**src/rtl/demux4_reg.sv**
```systemverilog
// ---------------------------------------------------------------------------
// demux4_reg -- registered 1-to-4 demultiplexer with per-channel handshakes.
//
// One input stream (din, s, in_valid/in_ready) is steered to one of four
// channels (a, b, c, d) selected by s. Each channel has a single holding
// register with its own output handshake (out_valid[k]/out_ready[k]).
// A stalled channel only blocks beats addressed to that channel.
//
// Handshake semantics (input and every output channel):
//   A beat transfers on a rising clk edge where valid & ready are both 1.
//   valid never depends on ready on the same side. The producer may change
//   din/s freely while a beat has not transferred; the values present at
//   the transfer edge are the ones taken. out_valid[k] stays high and y_k
//   stays stable until channel k's own transfer edge.
//
// Ports:
//   clk        in   clock, all state updates on the rising edge
//   rst_n      in   synchronous active-low reset
//   s          in   [1:0] destination select: 0->a, 1->b, 2->c, 3->d
//   din        in   [WIDTH-1:0] input data beat
//   in_valid   in   producer offers din/s this cycle
//   in_ready   out  block accepts din this cycle (combinational)
//   y_a..y_d   out  [WIDTH-1:0] registered channel data
//   out_valid  out  [3:0] per-channel data valid, bit0=a .. bit3=d
//   out_ready  in   [3:0] per-channel consumer ready, same bit order
//   xfer_cnt   out  [7:0] count of accepted input beats, wraps 255->0
//
// out_valid is a direct view of the four channel FSM states
// (bit k = 1 <=> channel k is FULL), so it doubles as the state probe.
// ---------------------------------------------------------------------------
module demux4_reg #(
    parameter int WIDTH = 8
) (
    input  logic             clk,
    input  logic             rst_n,
    input  logic [1:0]       s,
    input  logic [WIDTH-1:0] din,
    input  logic             in_valid,
    output logic             in_ready,
    output logic [WIDTH-1:0] y_a,
    output logic [WIDTH-1:0] y_b,
    output logic [WIDTH-1:0] y_c,
    output logic [WIDTH-1:0] y_d,
    output logic [3:0]       out_valid,
    input  logic [3:0]       out_ready,
    output logic [7:0]       xfer_cnt
);

    typedef enum logic {
        EMPTY = 1'b0,
        FULL  = 1'b1
    } state_t;

    state_t           st    [4];
    logic [WIDTH-1:0] y_q   [4];
    logic [7:0]       cnt_q;

    logic       in_hs;
    logic [3:0] load;

    // The selected channel can take a beat if it is empty, or if its
    // current beat leaves on this same edge (pass-through without a bubble).
    assign in_ready = (st[s] == EMPTY) | out_ready[s];
    assign in_hs    = in_valid & in_ready;

    always_comb begin
        load      = 4'b0000;
        out_valid = 4'b0000;
        for (int k = 0; k < 4; k++) begin
            load[k]      = in_hs & (s == 2'(k));
            out_valid[k] = (st[k] == FULL);
        end
    end

    always_ff @(posedge clk) begin
        if (!rst_n) begin
            // Reset wins over any handshake on the same edge.
            for (int k = 0; k < 4; k++) begin
                st[k]  <= EMPTY;
                y_q[k] <= '0;
            end
            cnt_q <= 8'd0;
        end else begin
            for (int k = 0; k < 4; k++) begin
                case (st[k])
                    EMPTY: begin
                        if (load[k]) begin
                            y_q[k] <= din;
                            st[k]  <= FULL;
                        end
                    end
                    FULL: begin
                        // A load into a FULL channel only happens when its
                        // consumer is ready, so the old beat is never lost.
                        if (load[k]) begin
                            y_q[k] <= din;
                            st[k]  <= FULL;
                        end else if (out_ready[k]) begin
                            st[k]  <= EMPTY;
                        end
                    end
                    default: st[k] <= EMPTY;
                endcase
            end
            if (in_hs) begin
                cnt_q <= cnt_q + 8'd1;
            end
        end
    end

    assign y_a      = y_q[0];
    assign y_b      = y_q[1];
    assign y_c      = y_q[2];
    assign y_d      = y_q[3];
    assign xfer_cnt = cnt_q;

endmodule

```
**config.mk**
```make
export PLATFORM = sky130hd
export DESIGN_NAME = demux4_reg
export DESIGN_NICKNAME = d
export VERILOG_FILES = /design/src/rtl/demux4_reg.sv
export SDC_FILE = /design/constraint.sdc
export NUM_CORES = 1
export LEC_CHECK = 0
export ABC_AREA = 1
export CAP_MARGIN = 10
export CORE_UTILIZATION = 49
export DETAILED_ROUTE_END_ITERATION = 10
export PLACE_DENSITY = 0.84
export SLEW_MARGIN = 40
export SYNTH_ARGS = -nofsm -noshare
export SYNTH_HDL_FRONTEND = slang
export SYNTH_SLANG_ARGS = --single-unit
```
**constraint.sdc**
```tcl
create_clock -name clk -period 3.1 [get_ports clk]
set_input_delay 0.62 -clock clk [delete_from_list [all_inputs] [get_ports clk]]
set_output_delay 0.62 -clock clk [all_outputs]
set_load 0.02 [all_outputs]
```
==> results of run 1 <==
routing by layer:
metal | GRT usage | wire [µm]
met2 | 0.314 | 1730
met5 | 0 | 0
met3 | 0.0382 | 241
met1 | 0.251 | 1660
met4 | 0.0625 | 70
worst max-delay path, cell delays in order:
cell,delay (ns)
clkdlybuf4s50_1,0.64
inv_2,0.09
nand2_1,0.07
nand2_1,0.04
nand2_1,0.07
nand2_2,0.07
nand2_4,0.06
clkdlybuf4s50_1,0.60
layout by cell type, fill, tap and decap left out, drive strengths merged:
master / n
clkdlybuf4s50: 61
nand2: 45
nor2: 42
edfxtp: 33
inv: 18
nand3: 14
dfxtp: 11
a21oi: 6
clkbuf: 5
o21ai: 5
buf: 4
nor3: 2
xnor2: 2
bufinv: 2
nand4: 2
nand3b: 1
xor2: 1
ha: 1
path summary, 6_finish.rpt:
kind / to / slack [ns]
max: in_ready / 0.22
min reg2reg: st[1] / 0.49
min: st[1] / 0.49
max reg2reg: y_q[2][4] / 1.21
cells by family after synthesis:
group / synth area share
simple gates: 0.258
flops: 0.620
buf+inv: 0.0737
compound gates: 0.0282
xor+xnor: 0.0135
fa+ha+maj: 0.00641
state kept, by name, indices dropped and copies added, names as in the netlist:
| register | cells |
|---|---|
| y_q | 32 |
| xfer_cnt | 8 |
| st | 4 |
where the power goes:
group / total [mW] / internal (mW) / switching (mW)
Sequential: 0.669 / 0.657 / 0.0123
Combinational: 0.173 / 0.0769 / 0.0964
Clock: 0.494 / 0.317 / 0.177
area by class of cell:
type	count	area, µm²
Clock buffer	5	68.8
Multi-Input combinational cell	121	598
Fill cell	301	1030
Clock inverter	2	60.1
Inverter	18	70.1
Tap cell	48	60.1
Sequential cell	44	1210
Timing Repair Buffer	65	641
stage by stage:
stage / utilization / area [µm²] / power (mW)
after detailed placement: 0.689 / 2580 / 0.857
after floorplan: - / 1950 / 0.777
after global placement: 0.689 / 2580 / 0.855
final: 0.724 / 2710 / 1.34
after CTS: 0.724 / 2710 / 1.34
after global routing: 0.724 / 2710 / 1.38
==> flow_metrics.env, run 1 <==
export IMPL_status="finished clean"
export IMPL_instances_no_fill=303
export IMPL_root_buffer="clkbuf_8"
export IMPL_ios=62
export IMPL_grt_pass1_vias=1273
export IMPL_setup_viol_count_final=0
export IMPL_startpoint_type="input port"
export IMPL_avgSynthCellArea_um2=10.2
export IMPL_min_period_ns=2.88
export IMPL_powerDensity_nw_per_um2=493
export IMPL_drc=0
export IMPL_synth_seq_area_share=0.620
export IMPL_holdWs_ns=0.490
export IMPL_worstPathRequired_ns=2.48
export IMPL_antenna_left=0
export IMPL_ys_flop_type="edfxtp_1"
export IMPL_die_area_um2=4240
export IMPL_grtUsageTotal=0.190
export IMPL_rows=22
export IMPL_cp_max_fo=8
export IMPL_whs_path_depth=2
export IMPL_skew_ns=0.00313
export IMPL_via_per_inst=4.89
export IMPL_postCtsHoldBufs=0
export IMPL_slew_headroom=0.754
export IMPL_htreeDepth=2
export IMPL_cts_buffer_depth=2
export IMPL_nNetsFinal=273
export IMPL_min_period_over_period=0.929
export IMPL_placed_cells=296
export IMPL_ys_seq_elements=44
export IMPL_ir_drop_mv=0.239
export IMPL_postCtsSetupRepairBufs=0
export IMPL_ctsResizeCount=0
export IMPL_synth_cell_types=27
export IMPL_drt_iter0_drc=75
export IMPL_r2r_cells=10
export IMPL_chipWidth_um=65.1
export IMPL_crit_arrival_ns=2.26
export IMPL_total_leakage_power_nw=1.11
export IMPL_wire_per_inst_um=12.2
export IMPL_syn_nets=209
export IMPL_grt_start_max_net_pins=14
export IMPL_synth_most_common_cell="nand2_1"
export IMPL_initial_core_util=0.522
export IMPL_synth_cells=191
export IMPL_final_hold_viol_count=0
export IMPL_antenna_found_initial=0
export IMPL_yosysTopAreaCellShare=0.507
export IMPL_synth_area_um2=1950
export IMPL_clk_pin_slew_worst_paths_ns=0.08
export IMPL_synth_common_cells="40 x nand2_1, 38 x nor2_1, 33 x edfxtp_1, 15 x inv_1, 12 x nand3_1"
export IMPL_synthTopCellsByArea="edfxtp_1 51%, dfxtp_1 11%, nand2_1 7.7%"
export IMPL_antenna_cells=0
export IMPL_drive_gt1_frac=0.110
export IMPL_hold_class="reg2reg"
export IMPL_rsz0062_at_grt="no"
export IMPL_numCtsBuffers=5
export IMPL_synth_warnings=0
export IMPL_syn_to_final_growth_pct=38.7
export IMPL_postSynth_asyncResetShare=0
export IMPL_clock_sinks=44
export IMPL_min_delay_start="st[1]"
export IMPL_place_congestion=0.786
export IMPL_worstSetupEndpointType="output pin"
export IMPL_first_pass_iters=4
export IMPL_maxCapViolCount=0
export IMPL_dp_final_hpwl_mm=2.88
export IMPL_fp_dieH_um=65.1
export IMPL_overflow=0
export IMPL_rr_startpoint="st[3]"
export IMPL_wirelength_mm=3.70
export IMPL_setup_slack_ns=0.220
export IMPL_grt_pass1_wl_mm=5.98
export IMPL_clkLatencyLatePin_ns=0.28
export IMPL_synth_edf_count=33
export IMPL_cts_tree="built"
export IMPL_coreArea_um2=3740
export IMPL_finalSetupTns_ns=0
export IMPL_vias=1483
export IMPL_io_buffer_count=61
export IMPL_worst_pin_slew_ns=0.367
export IMPL_critical_path_class="in2out"
export IMPL_yosys_area_top_type="edfxtp_1"
export IMPL_fmax_ghz=0.347
export IMPL_slew_violations=0
export IMPL_worstSetupStartpoint="s[0]"
export IMPL_dpl_worst_slack_ns=0.215
Power figures use the tool's default switching activity.
==> run 2: changes to the inputs <==
Settings changed: HOLD_SLACK_MARGIN from default to 0.02.
==> results of run 2 <==
Final layout, timing and power as in run 1 (identical DEF).
